[src/rtl/pdm_capture.sv]
// pdm_capture: PDM mic clock generator, edge-selectable bit capture, tagged bit FIFO and packetised 1-bit stream with CSRs
module pdm_capture #(
    parameter int CLK_DIV_DEFAULT    = 24,
    parameter int PACKET_LEN_DEFAULT = 1024,
    parameter int FIFO_DEPTH         = 16
) (
    input  logic        iCLOCK,
    input  logic        iRESET,
    output logic        oPDM_CLK,
    input  logic        iPDM_DATA,
    output logic        s_clock,
    output logic        s_data_valid,
    input  logic        s_ready,
    output logic        s_start_packet,
    output logic        s_end_packet,
    output logic        s_data,
    input  logic [2:0]  iCSR_ADDRESS,
    input  logic        iCSR_READ,
    output logic [31:0] oCSR_READ_DATA,
    input  logic        iCSR_WRITE,
    input  logic [31:0] iCSR_WRITE_DATA
);
    localparam int AW = $clog2(FIFO_DEPTH);

    typedef enum logic [1:0] {IDLE, RUN, DRAIN_STOP} state_t;
    state_t state, state_nx;

    logic        enable, edge_sel, overflow, pdm_clk, sync1, sync2;
    logic [15:0] divider, packet_len, pkt_len_cur, div_cnt, pkt_cnt, pkt_cnt_nx;
    logic [15:0] div_eff, len_eff, len_act;
    logic [31:0] sample_count, rdata, rd_mux, status;
    logic [2:0]  mem [FIFO_DEPTH];
    logic [AW-1:0] wp, rp;
    logic [AW:0] level;
    logic running, tc, sample_evt, full, empty, wr, rd, is_start, is_end, pdm_clear, csr_wr_status;
    logic unused_wdata;

    assign unused_wdata  = ^iCSR_WRITE_DATA[31:16];
    assign div_eff       = divider == 16'd0 ? 16'd1 : divider;
    assign len_eff       = packet_len == 16'd0 ? 16'd1 : packet_len;
    assign running       = state != IDLE;
    assign tc            = running && div_cnt >= div_eff - 16'd1;
    // old level equals EDGE exactly when the toggle is the selected edge
    assign sample_evt    = tc && (edge_sel == pdm_clk);
    assign full          = level == (AW+1)'(FIFO_DEPTH);
    assign empty         = level == '0;
    assign wr            = sample_evt && !full;
    assign rd            = !empty && s_ready;
    assign is_start      = pkt_cnt == 16'd0;
    // a new PACKET_LEN is latched only when a packet starts
    assign len_act       = is_start ? len_eff : pkt_len_cur;
    assign is_end        = pkt_cnt == len_act - 16'd1;
    assign pkt_cnt_nx    = !wr ? pkt_cnt : is_end ? 16'd0 : pkt_cnt + 16'd1;
    assign pdm_clear     = state == IDLE || state_nx == IDLE;
    assign csr_wr_status = iCSR_WRITE && iCSR_ADDRESS == 3'd3 && iCSR_WRITE_DATA[0];

    always_comb begin
        state_nx = state;
        case (state)
            IDLE:       state_nx = enable ? RUN : IDLE;
            RUN:        state_nx = enable ? RUN : pkt_cnt_nx != 16'd0 ? DRAIN_STOP : IDLE;
            DRAIN_STOP: state_nx = enable ? RUN : (wr && is_end) ? IDLE : DRAIN_STOP;
            default:    state_nx = IDLE;
        endcase
    end

    assign status = {16'd0, 8'(level), 5'd0, running, empty, overflow};

    always_comb begin
        rd_mux = iCSR_ADDRESS == 3'd0 ? {30'd0, edge_sel, enable} :
                 iCSR_ADDRESS == 3'd1 ? {16'd0, divider} :
                 iCSR_ADDRESS == 3'd2 ? {16'd0, packet_len} :
                 iCSR_ADDRESS == 3'd3 ? status :
                 iCSR_ADDRESS == 3'd4 ? sample_count : 32'd0;
    end

    always_ff @(posedge iCLOCK) begin
        if (iRESET) begin
            state        <= IDLE;
            enable       <= 1'b0;
            edge_sel     <= 1'b0;
            divider      <= 16'(CLK_DIV_DEFAULT);
            packet_len   <= 16'(PACKET_LEN_DEFAULT);
            pkt_len_cur  <= 16'(PACKET_LEN_DEFAULT);
            overflow     <= 1'b0;
            pdm_clk      <= 1'b0;
            sync1        <= 1'b0;
            sync2        <= 1'b0;
            div_cnt      <= '0;
            pkt_cnt      <= '0;
            sample_count <= '0;
            wp           <= '0;
            rp           <= '0;
            level        <= '0;
            rdata        <= '0;
        end else begin
            state        <= state_nx;
            sync1        <= iPDM_DATA;
            sync2        <= sync1;
            div_cnt      <= (pdm_clear || tc) ? 16'd0 : div_cnt + 16'd1;
            pdm_clk      <= pdm_clear ? 1'b0 : pdm_clk ^ tc;
            pkt_cnt      <= pdm_clear ? 16'd0 : pkt_cnt_nx;
            pkt_len_cur  <= (wr && is_start) ? len_eff : pkt_len_cur;
            sample_count <= sample_count + 32'(wr);
            wp           <= wp + AW'(wr);
            rp           <= rp + AW'(rd);
            level        <= level + (AW+1)'(wr) - (AW+1)'(rd);
            overflow     <= (sample_evt && full) ? 1'b1 : csr_wr_status ? 1'b0 : overflow;
            rdata        <= iCSR_READ ? rd_mux : rdata;
            if (iCSR_WRITE && iCSR_ADDRESS == 3'd0)
                {edge_sel, enable} <= iCSR_WRITE_DATA[1:0];
            if (iCSR_WRITE && iCSR_ADDRESS == 3'd1)
                divider <= iCSR_WRITE_DATA[15:0];
            if (iCSR_WRITE && iCSR_ADDRESS == 3'd2)
                packet_len <= iCSR_WRITE_DATA[15:0];
        end
    end

    always_ff @(posedge iCLOCK) begin
        if (wr)
            mem[wp] <= {is_start, is_end, sync2};
    end

    assign oPDM_CLK       = pdm_clk;
    assign s_clock        = iCLOCK;
    assign s_data_valid   = !empty;
    assign {s_start_packet, s_end_packet, s_data} = empty ? 3'b000 : mem[rp];
    assign oCSR_READ_DATA = rdata;
endmodule

[config.mk]
export PLATFORM = sky130hd
export DESIGN_NAME = pdm_capture
export DESIGN_NICKNAME = d
export VERILOG_FILES = /design/src/rtl/pdm_capture.sv
export SDC_FILE = /design/constraint.sdc
export NUM_CORES = 1
export LEC_CHECK = 0
export CORE_MARGIN = 10
export CORE_UTILIZATION = 45
export CTS_BUF_LIST = sky130_fd_sc_hd__clkbuf_8 sky130_fd_sc_hd__clkbuf_16
export CTS_CLUSTER_SIZE = 12
export DETAILED_ROUTE_END_ITERATION = 7
export GPL_TIMING_DRIVEN = 0
export MAX_ROUTING_LAYER = met4
export PLACE_DENSITY_LB_ADDON = 0.05
export SLEW_MARGIN = 20
export SYNTH_ARGS = -nofsm -noshare
export SYNTH_HDL_FRONTEND = slang
export SYNTH_SLANG_ARGS = --single-unit
[constraint.sdc]
create_clock -name iCLOCK -period 14.32 [get_ports iCLOCK]
set_input_delay 2.148 -clock iCLOCK [delete_from_list [all_inputs] [get_ports iCLOCK]]
set_output_delay 2.148 -clock iCLOCK [all_outputs]
set_load 0.02 [all_outputs]
==> results of run 1 <==
==> Yosys cell counts (25+ instances only) <==
master / n / share of area
nor2_1: 168 / 0.057
edfxtp_1: 48 / 0.13
dfxtp_1: 165 / 0.30
ha_1: 33 / 0.038
a21oi_1: 77 / 0.035
and3_1: 27 / 0.015
inv_1: 26 / 0.0089
mux2i_1: 30 / 0.027
xnor2_1: 40 / 0.032
nand2b_1: 25 / 0.014
nand2_1: 122 / 0.042
nor3_1: 29 / 0.013
clkbuf_1: 59 / 0.020
nand3_1: 49 / 0.022
xor2_1: 61 / 0.049
==> registers in the layout, summed over array words and instances (netlist names), 2 cells and up <==
register and flops:
wp 4, state 2, pkt_len_cur 16, level 5, packet_len 16, rp 4
pkt_cnt 16, mem 48, sample_count 32, div_cnt 16, oCSR_READ_DATA 32, divider 16
==> stage by stage <==
step	hold slack [ns]	util	total power [uW]	worst slack (ns)	instance area (sq um)
after detailed placement	0.428	0.496	871	4.39	12000
after global routing	0.462	0.532	1590	4.10	12900
after CTS	0.443	0.532	1540	4.11	12900
final	0.434	0.532	1520	4.13	12900
after floorplan	0.414	-	797	4.88	11000
after global placement	0.428	0.496	866	4.39	12000
==> layout make-up <==
| class | count | area (sq um) | share of cell area |
|---|---|---|---|
| inverter | 28 | 105 | 0.00816 |
| clock inverter | 15 | 113 | 0.00875 |
| clock buffer | 34 | 779 | 0.0606 |
| tap | 324 | 405 | 0.0315 |
| multi-input combinational | 897 | 5830 | 0.453 |
| sequential | 213 | 4740 | 0.369 |
| timing repair buffer | 57 | 571 | 0.0443 |
| buffer | 77 | 325 | 0.0253 |
==> logic make-up (layout without fill, tap and decap cells) <==
logic type               Yosys count  in the layout  share of synthesized area
AO/OA/AOI/OAI                    176            176                      0.102
XOR/XNOR                         101            101                     0.0804
adder cells (fa/ha/maj)           34             34                     0.0394
buffers and inverters            105            211                     0.0391
flip-flops                       213            213                      0.431
multiplexers                      54             54                     0.0683
AND/OR/NAND/NOR                  532            532                      0.239
==> per-layer routing <==
layer | vias to the layer above | part of all wire | routed length [um] | GRT usage
met5 | - | 0 | 0 | -
met4 | 0 | 0.015 | 451 | 0.0459
met3 | 39 | 0.039 | 1140 | 0.0265
met2 | 187 | 0.45 | 13400 | 0.296
met1 | 4281 | 0.49 | 14600 | 0.264
li1 | 4436 | - | - | -
==> power groups by stage <==
stage               registers (uW)  clock network [uW]  logic, uW
detailed placement             661                13.2        197
global placement               660                13.2        193
global route                   649                 722        219
finish                         648                 678        195
floorplan                      653                8.16        135
CTS                            647                 694        198
==> worst max-delay path: cells and delay by family <==
| family | cells | cell delay [ns] |
|---|---|---|
| buf+inv | 4 | 0.89 |
==> worst min-delay path by stage <==
stage | start | end | slack [ns] | cells past startpoint
after floorplan | sync1 | sync2 | 0.41 | 1
after global placement | sync1 | sync2 | 0.43 | 1
after detailed placement | sync1 | sync2 | 0.43 | 1
after CTS | sync1 | sync2 | 0.44 | 1
after global routing | sync1 | sync2 | 0.46 | 1
final | sync1 | sync2 | 0.43 | 1
==> layout by cell type (no fill, tap or decap), types with 13 or more instances in the layout <==
cell type | Yosys | layout
nor3_1 | 29 | 29
xor2_1 | 61 | 61
o21ai_0 | 19 | 19
nand3_1 | 49 | 49
a21oi_1 | 77 | 77
dfxtp_1 | 165 | 165
mux4_2 | 16 | 16
nor2_1 | 168 | 168
clkbuf_1 | 59 | 59
nand4_1 | 13 | 13
nor2b_1 | 21 | 21
nand2_1 | 122 | 122
mux2i_1 | 30 | 30
xnor2_1 | 40 | 40
a211oi_1 | 19 | 19
clkdlybuf4s50_1 | 0 | 58
inv_1 | 26 | 34
and3_1 | 27 | 27
ha_1 | 33 | 33
clkbuf_16 | 0 | 28
edfxtp_1 | 48 | 48
a22oi_1 | 15 | 15
nand2b_1 | 25 | 25
==> qor.yml, run 1 <==
synth:
  avgSynthCellArea_sq_um: 9.05
  synth_seq_area_share: 0.431
  syn_area_sq_mm: 0.0110
  ys_types: 70
  synth_top_flop_cell: "dfxtp_1"
  synth_nets: 1290
  ys_warn_count: 0
  syn_inst: 1215
  synth-seq-cells: 213
  synth_edf_count: 48
  async_flop_share: 0
floorplanning:
  ios: 79
  die_w_um: 176
  rows: 57
  dieHeight_um: 176
  die-area_sq_mm: 0.0311
  coreArea_sq_mm: 0.0242
  start_util: 0.455
final_layout:
  nNetsFinal: 1378
  final_cells: 1645
  drive_gt1_frac: 0.0757
  fillers: 2302
  areaGrowthSynthToFinish_pct: 17.1
  diodes: 0
placement:
  routabilityCongestion: 0.892
  io_buffers: 58
  dp_hpwl_mm: 21.7
  dp_cells: 1597
power_and_ir_drop:
  comb_power_share: 0.128
  powerDensity_mw_per_mm2: 118
  pwr-share-seq: 0.426
  internal-power_uw: 1130
  p_clk_frac: 0.446
  vdd_drop_max_uv: 92.1
  power.leakage_uw: 0.00465
  swShare: 0.259
  p_sw_uw: 394
timing:
  drv_slew: 0
  setup_viol: 0
  finalClockSkew_ns: 0.0134
  worstMarginPinSlew_ns: 1.11
  finalSetupTns_ns: 0
  slew_headroom: 0.252
  rsz0062_at_grt: "false"
  hold_viol: 0
critical_path:
  critPathMaxStageDelay_ns: 0.53
  worstRegToRegCells: 26
  crit_slowest_cell: "clkdlybuf4s50_1"
  crit_end: "s_clock"
  path_cells: "clkbuf_16 > clkbuf_16 > buf_4 > clkdlybuf4s50_1"
  cp_max_fo: 2
  critical_path_arrival_ns: 8.05
  start_kind: "clock port"
  cp-startpoint: "iCLOCK"
  path_common_cell: "clkbuf_16"
  end_kind: "output port"
  cp.required_ns: 12.17
  r2r_end: "level[4]"
  critPathKind: "clock port to output port"
  r2r_start: "divider[9]"
  r2r_slack_ns: 8.02
cts:
  postCtsHoldBufs: 0
  clk_pin_slew_ns: 0.06
  cts_tree: "built"
  cts_setup_buffers: 0
  clkLatencyLatePin_ns: 0.65
  cts_resized: 0
global_routing:
  grt_usage: 0.193
  grt_pass1_vias: 8648
  grt_pass1_wl_mm: 47.3
  grt_max_degree: 26
  antenna_found_initial: 0
  gr-total-overflow: 0
flow_run:
  max-cap-violations: 0
drt:
  dr.first_iter.drc_count: 605
  via_per_inst: 5.44
  num_vias: 8943
  first_pass_iters: 5
  ant_nets: 0
  routedWlPerCell_um: 18.0
  drc_errors: 0
  totalWireLength_mm: 29.5
outcome:
  status: "completed"
min_path:
  hold_class: "flip-flop to flip-flop"
Power figures use the tool's default switching activity.
==> run 2, diff against run 1 <==
clock period = 8.5 ns   (was 14.32 ns; I/O delays follow)
==> results of run 2 <==
Same layout as run 1 (identical final DEF). Status: completed.
Among the figures that moved: setup slack after placement 4.39 ns -> 2.35 ns; setup slack after layout 4.13 ns -> 2.09 ns; register-to-register setup slack 8.02 ns -> 2.20 ns; total power 1520 uW -> 2570 uW; worst IR drop on VDD 92.1 uV -> 155 uV
